===== src/rtl/dmem_arb_pkg.sv =====
// Shared types and constants for the data-memory arbiter (dmem_arbiter) and its
// round-robin picker.
package dmem_arb_pkg;

   typedef enum logic [1:0] {
      ARB_IDLE     = 2'd0,
      ARB_LOCK_CPU = 2'd1,
      ARB_LOCK_DMA = 2'd2
   } arb_state_t;

   localparam logic REQ_CPU = 1'b0;
   localparam logic REQ_DMA = 1'b1;

   localparam int unsigned ARB_STALL_CNT_W = 32;

   function automatic logic [ARB_STALL_CNT_W-1:0] sat_inc(input logic [ARB_STALL_CNT_W-1:0] v);
      if (&v) begin
         sat_inc = v;
      end else begin
         sat_inc = v + {{(ARB_STALL_CNT_W-1){1'b0}}, 1'b1};
      end
   endfunction

endpackage


===== src/rtl/dmem_arbiter_rr_pick2.sv =====
// rr_pick2: combinational two-way round-robin select; bit 0 is the CPU, bit 1 the DMA.
// A set lock_mask bit removes that requester from contention for the cycle.
module rr_pick2
   import dmem_arb_pkg::*;
(
   input  logic       valid_cpu,
   input  logic       valid_dma,
   input  logic       last_grant,
   input  logic [1:0] lock_mask,
   output logic [1:0] grant
);

   logic [1:0] elig_s;

   // On a tie the requester that did not own the previous beat wins.
   always_comb begin
      elig_s = {valid_dma, valid_cpu} & ~lock_mask;
      case (elig_s)
         2'b01:   grant = 2'b01;
         2'b10:   grant = 2'b10;
         2'b11:   grant = (last_grant == REQ_DMA) ? 2'b01 : 2'b10;
         default: grant = 2'b00;
      endcase
   end

endmodule


===== src/rtl/dmem_arbiter.sv =====
// dmem_arbiter: shares data_mem between the CPU load/store path and a DMA requester.
// Define DMEM_ARB_LOCK_EN to build the bounded burst lock (up to MAX_LOCK beats).
module dmem_arbiter
   import dmem_arb_pkg::*;
#(
   parameter int unsigned DATA_W   = 64,
   parameter int unsigned MAX_LOCK = 8
) (
   input  logic                       clock,
   input  logic                       reset,
   input  logic                       cpu_req_valid,
   output logic                       cpu_req_ready,
   input  logic [DATA_W-1:0]          cpu_addr,
   input  logic [DATA_W-1:0]          cpu_wdata,
   input  logic                       cpu_word_we,
   input  logic                       cpu_byte_we,
   input  logic                       cpu_lock,
   output logic                       cpu_rsp_valid,
   output logic [DATA_W-1:0]          cpu_rsp_data,
   input  logic                       dma_req_valid,
   output logic                       dma_req_ready,
   input  logic [DATA_W-1:0]          dma_addr,
   input  logic [DATA_W-1:0]          dma_wdata,
   input  logic                       dma_word_we,
   input  logic                       dma_byte_we,
   input  logic                       dma_lock,
   output logic                       dma_rsp_valid,
   output logic [DATA_W-1:0]          dma_rsp_data,
   output logic [DATA_W-1:0]          mem_addr,
   output logic [DATA_W-1:0]          mem_wdata,
   output logic                       mem_word_we,
   output logic                       mem_byte_we,
   input  logic [DATA_W-1:0]          mem_rdata,
   output logic [ARB_STALL_CNT_W-1:0] cpu_stall_cnt
);

   logic [1:0]                 grant_s;
   logic [1:0]                 lock_mask_s;
   logic                       cpu_acc_s;
   logic                       dma_acc_s;
   logic                       last_grant_q, last_grant_d;
   logic                       cpu_rsp_valid_q, cpu_rsp_valid_d;
   logic                       dma_rsp_valid_q, dma_rsp_valid_d;
   logic [DATA_W-1:0]          cpu_rsp_data_q, cpu_rsp_data_d;
   logic [DATA_W-1:0]          dma_rsp_data_q, dma_rsp_data_d;
   logic [ARB_STALL_CNT_W-1:0] stall_cnt_q, stall_cnt_d;

   rr_pick2 u_pick (
      .valid_cpu  (cpu_req_valid),
      .valid_dma  (dma_req_valid),
      .last_grant (last_grant_q),
      .lock_mask  (lock_mask_s),
      .grant      (grant_s)
   );

   // Acceptance and memory drive; reset blocks every beat, so nothing reaches data_mem.
   always_comb begin
      cpu_acc_s = grant_s[0] & ~reset;
      dma_acc_s = grant_s[1] & ~reset;
      if (cpu_acc_s) begin
         mem_addr    = {cpu_addr[DATA_W-1:3], 3'b000};
         mem_wdata   = cpu_wdata;
         mem_word_we = cpu_word_we;
         mem_byte_we = cpu_byte_we;
      end else if (dma_acc_s) begin
         mem_addr    = {dma_addr[DATA_W-1:3], 3'b000};
         mem_wdata   = dma_wdata;
         mem_word_we = dma_word_we;
         mem_byte_we = dma_byte_we;
      end else begin
         mem_addr    = {DATA_W{1'b0}};
         mem_wdata   = {DATA_W{1'b0}};
         mem_word_we = 1'b0;
         mem_byte_we = 1'b0;
      end
   end

   assign cpu_req_ready = cpu_acc_s;
   assign dma_req_ready = dma_acc_s;

   // Response capture (pre-write read data), round-robin history and stall counting.
   always_comb begin
      if (cpu_acc_s) begin
         last_grant_d = REQ_CPU;
      end else if (dma_acc_s) begin
         last_grant_d = REQ_DMA;
      end else begin
         last_grant_d = last_grant_q;
      end
      cpu_rsp_valid_d = cpu_acc_s;
      dma_rsp_valid_d = dma_acc_s;
      cpu_rsp_data_d  = cpu_acc_s ? mem_rdata : cpu_rsp_data_q;
      dma_rsp_data_d  = dma_acc_s ? mem_rdata : dma_rsp_data_q;
      if (cpu_req_valid & ~cpu_req_ready) begin
         stall_cnt_d = sat_inc(stall_cnt_q);
      end else begin
         stall_cnt_d = stall_cnt_q;
      end
   end

   // Datapath registers.
   always_ff @(posedge clock or posedge reset) begin
      if (reset) begin
         last_grant_q    <= REQ_DMA;
         cpu_rsp_valid_q <= 1'b0;
         dma_rsp_valid_q <= 1'b0;
         cpu_rsp_data_q  <= {DATA_W{1'b0}};
         dma_rsp_data_q  <= {DATA_W{1'b0}};
         stall_cnt_q     <= {ARB_STALL_CNT_W{1'b0}};
      end else begin
         last_grant_q    <= last_grant_d;
         cpu_rsp_valid_q <= cpu_rsp_valid_d;
         dma_rsp_valid_q <= dma_rsp_valid_d;
         cpu_rsp_data_q  <= cpu_rsp_data_d;
         dma_rsp_data_q  <= dma_rsp_data_d;
         stall_cnt_q     <= stall_cnt_d;
      end
   end

   assign cpu_rsp_valid = cpu_rsp_valid_q;
   assign dma_rsp_valid = dma_rsp_valid_q;
   assign cpu_rsp_data  = cpu_rsp_data_q;
   assign dma_rsp_data  = dma_rsp_data_q;
   assign cpu_stall_cnt = stall_cnt_q;

`ifdef DMEM_ARB_LOCK_EN
   arb_state_t state_q, state_d;
   arb_state_t owner_state_s;
   logic [7:0] lock_cnt_q, lock_cnt_d;
   logic       beat_lock_s;
   logic [8:0] run_s;
   logic       unused_s;

   // Lock state register.
   always_ff @(posedge clock or posedge reset) begin
      if (reset) begin
         state_q    <= ARB_IDLE;
         lock_cnt_q <= 8'd0;
      end else begin
         state_q    <= state_d;
         lock_cnt_q <= lock_cnt_d;
      end
   end

   // run_s counts consecutive locked beats including this one; reaching MAX_LOCK releases.
   always_comb begin
      beat_lock_s   = dma_acc_s ? dma_lock : cpu_lock;
      owner_state_s = dma_acc_s ? ARB_LOCK_DMA : ARB_LOCK_CPU;
      run_s         = (state_q == owner_state_s) ? ({1'b0, lock_cnt_q} + 9'd1) : 9'd1;
      if ((cpu_acc_s | dma_acc_s) & beat_lock_s & (run_s < 9'(MAX_LOCK))) begin
         state_d    = owner_state_s;
         lock_cnt_d = run_s[7:0];
      end else begin
         state_d    = ARB_IDLE;
         lock_cnt_d = 8'd0;
      end
   end

   // The lock only shuts out the other side while the owner is still requesting.
   always_comb begin
      case (state_q)
         ARB_LOCK_CPU: lock_mask_s = cpu_req_valid ? 2'b10 : 2'b00;
         ARB_LOCK_DMA: lock_mask_s = dma_req_valid ? 2'b01 : 2'b00;
         default:      lock_mask_s = 2'b00;
      endcase
   end

   assign unused_s = &{1'b0, cpu_addr[2:0], dma_addr[2:0]};
`else
   logic unused_s;

   assign lock_mask_s = 2'b00;
   assign unused_s    = &{1'b0, cpu_lock, dma_lock, cpu_addr[2:0], dma_addr[2:0]};
`endif

endmodule


===== config.mk =====
export PLATFORM = sky130hd
export DESIGN_NAME = dmem_arbiter
export DESIGN_NICKNAME = d
export VERILOG_FILES = /design/src/rtl/dmem_arb_pkg.sv /design/src/rtl/dmem_arbiter_rr_pick2.sv /design/src/rtl/dmem_arbiter.sv
export SDC_FILE = /design/constraint.sdc
export NUM_CORES = 1
export LEC_CHECK = 0
export ABC_AREA = 1
export ABC_CLOCK_PERIOD_IN_PS = 12070
export CELL_PAD_IN_SITES_DETAIL_PLACEMENT = 1
export CELL_PAD_IN_SITES_GLOBAL_PLACEMENT = 1
export CORE_AREA = 10 10 235 237
export DETAILED_ROUTE_END_ITERATION = 16
export DIE_AREA = 0 0 245 247
export GPL_ROUTABILITY_DRIVEN = 1
export MAX_ROUTING_LAYER = met4
export PLACE_DENSITY = 0.68
export SLEW_MARGIN = 0
export SYNTH_ARGS = -nofsm -noshare
export SYNTH_HDL_FRONTEND = slang
export SYNTH_HIERARCHICAL = 1
export SYNTH_SLANG_ARGS = --single-unit

===== constraint.sdc =====
create_clock -name clock -period 12.07 [get_ports clock]
set_input_delay 2.414 -clock clock [delete_from_list [all_inputs] [get_ports clock]]
set_output_delay 2.414 -clock clock [all_outputs]
set_load 0.05 [all_outputs]

==> results.toml, run 1 <==
[setup_path]
cp-end-kind = "output pin"
crit_fanout = 91
r2r_start = "last_grant_q$_DFFE_PP1P_"
crit_type = "input port to output pin"
cp.required_ns = 9.66
startpoint_type = "input port"
worstPathArrival_ns = 6.43
startpoint = "reset"

[layout]
drive_gt1_share_pct = 2.80
multiInputGateArea_um2 = 4030
seq_area_um2 = 4080
fillers = 6195
nNetsFinal = 2176
syn2layout_area_growth_pct = 83.4

[drt]
via_count = 10600
viasPerCell = 4.16
drcViolationCount = 0
wl_um = 56100
drt-pass1-iter-count = 5
wl_per_cell_um = 22.0
ant_nets = 0
drtIter0Drc = 535

[yosys]
yosysSeqAreaShare_pct = 46.5
ys_top_cells_by_area = "dfrtp_1 46%, nand2_1 25%, o21ai_0 15%"
ys_ff_latch = 163
synth_largest_area_cell = "dfrtp_1"
postSynthAreaPerCell_um2 = 6.86
synth.distinct_cells = 24
syn_inst = 1279
async_reset_ff_share_pct = 100
synth-edff-count = 0
ys_top_cells_by_count = "582 x nand2_1, 256 x o21ai_0, 162 x dfrtp_1"
yosys_warnings = 6
synth_top_cell_area_share_pct = 46.2
synth_ff_type = "dfrtp_1"
synth_most_common_cell = "nand2_1"
syn_area_um2 = 8770

[global_route]
use_met2_pct = 30.3
grt_overflow_total = 0
grt_max_degree = 103
grt-busiest-layer = "met2"
grt_use_total_pct = 18.4
grt_pass1_vias = 11300
grt_pass1_wl_um = 79800
use_met3_pct = 7.37
use_met1_pct = 19.8
antenna_found_initial = 6

[sta]
fmax_mhz = 113
hold_violations = 0
tns_ns = 0
setup_viol = 0
max_slew_margin_pct = 26.3
slew_violations = 0
worstMarginPinSlew_ns = 1.11
min_period_ns = 8.85
hold_ws_ns = 0.488
fin_crit_sh_pct = 73.3
skew_ns = 0.0139
rsz0062_at_grt = "no"

[floorplan]
io_pins = 624
chipHeight_um = 247
die_area_um2 = 60500
dieWidth_um = 245
rows = 83
initial_core_util_pct = 17.3
core_um2 = 50700

[clock_network]
cts-hold-fix-buffers = 0
clockBufferDepth = 2
tritoncts = "done"
postCtsSetupRepairBufs = 0
cts_made_buffers = 17
path_clk_slew_ns = 0.06
clock_latency_ns = 0.46
cts_root_buffer = "clkbuf_16"
cts_sinks = 163
htreeDepth = 4
cts_resized = 0

[pwr]
powerDensity_nw_per_um2 = 142
peakVddDrop_mv = 0.132
power.leakage_nw = 6.97

[job]
drv_cap = 0

[placed_design]
routabilityCongestion = 0.928
dp.final_hpwl_um = 45800
io_buffers = 612

[worst_hold_path]
hold_class = "register to register"
min_from = "cpu_rsp_data[57]$_DFFE_PP0P_"

[run_status]
outcome = "complete, no violations"
==> critical path, cell delays in order <==
cell	delay, ns
clkdlybuf4s50_1	0.47
inv_6	0.45
nand2_4	0.46
inv_4	0.83
buf_4	0.53
nand2_1	0.17
o21ai_0	0.14
clkdlybuf4s50_1	0.85
==> through the flow <==
step	instances	area, um2	total power [W]	setup WS, ns	util [%]
2_1_floorplan	1284	8790	0.00131	3.35	-
3_3_place_gp	2506	15500	0.00176	3.18	30.6
3_5_place_dp	2506	15500	0.00178	3.11	30.6
4_1_cts	2538	16100	0.00233	3.12	31.7
5_1_grt	2542	16100	0.00241	2.89	31.8
6_report	2542	16100	0.00229	3.22	31.8
==> layout by cell type (no fill, tap or decap), drive strengths merged <==
master / count
conb: 6
ha: 1
nor2: 59
clkdlybuf4s50: 612
buf: 8
clkinvlp: 1
nand2: 585
clkinv: 3
xnor2: 5
inv: 109
xor2: 9
clkbuf: 19
nand3b: 1
diode: 4
dfrtp: 162
and2: 2
a21oi: 1
o21ai: 256
nand3: 17
nor3: 1
dfstp: 1
==> worst paths after layout <==
kind,endpoint,slack (ns),depth (start not counted)
max reg2reg,dma_rsp_data[48]$_DFFE_PP0P_,9.45,6
min,cpu_rsp_data[57]$_DFFE_PP0P_,0.49,2
min in group asynchronous,cpu_stall_cnt[23]$_DFFE_PP0P_,2.40,2
max,mem_addr[60],3.22,8
min reg2reg,cpu_rsp_data[57]$_DFFE_PP0P_,0.49,2
max in group asynchronous,dma_rsp_data[33]$_DFFE_PP0P_,8.44,3
==> logic make-up (layout without fill, tap and decap cells) <==
kind of cell / count (synthesis) / after routing / synth area share, %
AND/OR/NAND/NOR: 665 / 665 / 29.1
AO/OA/AOI/OAI: 257 / 257 / 14.7
buffers and inverters: 178 / 752 / 8.14
flip-flops: 163 / 163 / 46.5
XOR/XNOR: 14 / 14 / 1.40
adder cells (fa/ha/maj): 1 / 1 / 0.143
other: 1 / 10 / 0.0427
==> cell type report <==
type                            count  area share [%]
Clock buffer                       19            2.75
Inverter                          100            2.39
Sequential cell                   163            25.4
Timing Repair Buffer              620            38.4
Multi-Input combinational cell    943            25.0
Antenna cell                        4          0.0622
Tap cell                          680            5.29
Clock inverter                     13           0.707
==> routing by layer <==
metal / part of all wire (%) / vias to the layer above
li1: - / 5101
met1: 38 / 5046
met2: 49 / 397
met3: 9.5 / 42
met4: 2.9 / 0
met5: 0 / -
==> flip-flops by register name, summed over array words and instances, names as in the netlist <==
signal         count
dma_rsp_valid      1
cpu_stall_cnt     32
cpu_rsp_data      64
last_grant_q       1
dma_rsp_data      64
cpu_rsp_valid      1
==> power by group <==
part | leakage, nW | internal (W) | switching, W | total [W]
Clock | 0.274 | 0.000276 | 0.000256 | 0.000532
Sequential | 2.07 | 0.000645 | 0.0000649 | 0.000710
Combinational | 4.62 | 0.000352 | 0.000695 | 0.00105
Total | 6.97 | 0.00127 | 0.00102 | 0.00229
(Power assumes the default switching activity.)
==> run 2: changes to the inputs <==
Settings changed: ABC_CLOCK_PERIOD_IN_PS 12070 to 7900, PLACE_DENSITY 0.68 to 0.7.
Clock period 12.07 ns to 7.9 ns, I/O delays scaled along.
==> results.toml, run 2 (synthesis results as in run 1) <==
[setup_path]
crit_fanout = 69
cp.required_ns = 6.32
crit_type = "input port to output pin"
r2r_cells = 7
cp-end-kind = "output pin"
worstPathArrival_ns = 5.03
startpoint_type = "input port"

[layout]
fillers = 6249
layout.cells.non_filler = 2543
fin_area_um2 = 16100
drive_gt1_share_pct = 2.80
mostFrequentLayoutCell = "clkdlybuf4s50_1"
syn2layout_area_growth_pct = 83.7
layout_common_cells = "612 x clkdlybuf4s50_1, 580 x nand2_1, 256 x o21ai_0"
nNetsFinal = 2178

[placed_design]
post_dp_cell_area_um2 = 15500
routabilityCongestion = 0.942
io_buffers = 612
dp_cells = 2508
dp.final_hpwl_um = 45100
dpl_worst_slack_ns = 1.16

[drt]
viasPerCell = 4.16
wl_um = 55000
drtIter0Drc = 438
ant_nets = 0
via_count = 10600
drcViolationCount = 0
drt-pass1-iter-count = 5
wl_per_cell_um = 21.6

[floorplan]
die_area_um2 = 60500
dieWidth_um = 245
chipHeight_um = 247
initial_core_util_pct = 17.3
rows = 83
core_um2 = 50700
io_pins = 624

[pwr]
p_int_w = 0.00197
peakVddDrop_mv = 0.158
powerDensity_nw_per_um2 = 218
power.switching_w = 0.00154
p_comb_share_pct = 45.5
power.leakage_nw = 6.98
sequentialPowerShare_pct = 30.9
report.power.total_w = 0.00352
clkPwrFrac_pct = 23.6
sw_frac_of_total_pct = 43.8

[run_status]
outcome = "complete, no violations"

[clock_network]
cts_root_buffer = "clkbuf_16"
cts_resized = 0
cts_made_buffers = 17
postCtsSetupRepairBufs = 0
cts-hold-fix-buffers = 0
path_clk_slew_ns = 0.07
tritoncts = "done"
clock_latency_ns = 0.45
clockBufferDepth = 2
htreeDepth = 4
cts_sinks = 163

[global_route]
grt_pass1_vias = 11200
grt_pass1_wl_um = 78400
grt_use_total_pct = 17.9
grt_overflow_total = 0
antenna_found_initial = 3
grt_max_degree = 90

[sta]
skew_ns = 0.0122
setup_viol = 0
fin_crit_sh_pct = 83.7
min_period_ns = 6.61
max_slew_margin_pct = 34.4
tns_ns = 0
worstMarginPinSlew_ns = 0.985
fmax_mhz = 151
worst_slack_ns = 1.29
rsz0062_at_grt = "no"
hold_violations = 0
slew_violations = 0

[worst_hold_path]
hold_class = "register to register"
holdPathStages = 2

[job]
drv_cap = 0
[run 2: cell count changes in the layout (fill, tap and decap cells not counted), sizes merged]
cell      delta
inv          -4
bufinv       +1
clkbuf       +1
clkinv       +1
diode        -1
buf          +2
clkinvlp     +1
[run 2: metal layers]
metal  vias to the layer above  share of wire [%]  track usage, %
met5                         -                  0               -
met4                         0                2.4            5.79
met3                        33                9.2            6.91
met2                       382                 49            29.5
met1                      5072                 39            19.6
li1                       5102                  -               -
[run 2: layout make-up]
| cell class | count | area (um2) | area share, % |
|---|---|---|---|
| multi-input combinational | 943 | 4010 | 24.9 |
| antenna | 3 | 7.51 | 0.0466 |
| timing repair buffer | 622 | 6210 | 38.5 |
| sequential | 163 | 4080 | 25.3 |
| clock buffer | 20 | 447 | 2.77 |
| inverter | 100 | 384 | 2.38 |
| clock inverter | 12 | 123 | 0.761 |
| tap | 680 | 851 | 5.28 |
[run 2: worst max-delay path: stages]
cell             delay (ns)
clkdlybuf4s50_1        0.50
nand3_1                0.11
nand2_1                0.07
inv_1                  0.07
clkinv_2               0.64
buf_4                  0.65
nand2_1                0.20
o21ai_0                0.25
clkdlybuf4s50_1        0.89
[run 2: power groups by stage]
stage	logic (W)	clock network (W)	registers, W
final	0.00160	0.000831	0.00109
after global routing	0.00169	0.000903	0.00111
after CTS	0.00162	0.000866	0.00109
after detailed placement	0.00162	0	0.00110
after global placement	0.00160	0	0.00109
after floorplan	0.000381	0	0.00161
[run 2: per-stage QoR]
stage | utilization (%) | hold slack [ns]
floorplan | - | 0.479
global placement | 30.7 | 0.465
detailed placement | 30.7 | 0.476
CTS | 31.8 | 0.492
global route | 31.8 | 0.514
finish | 31.8 | 0.486
[run 2: worst paths after layout]
kind	end	slack, ns	start
worst max-delay path	mem_wdata[63]	1.29	dma_req_valid
worst min-delay path	dma_rsp_data[29]$_DFFE_PP0P_	0.49	dma_rsp_data[29]$_DFFE_PP0P_
worst max register to register	dma_rsp_data[34]$_DFFE_PP0P_	4.91	last_grant_q$_DFFE_PP1P_
worst min register to register	dma_rsp_data[29]$_DFFE_PP0P_	0.49	dma_rsp_data[29]$_DFFE_PP0P_
min in group asynchronous	cpu_stall_cnt[31]$_DFFE_PP0P_	1.50	reset
max in group asynchronous	dma_rsp_data[54]$_DFFE_PP0P_	4.28	reset
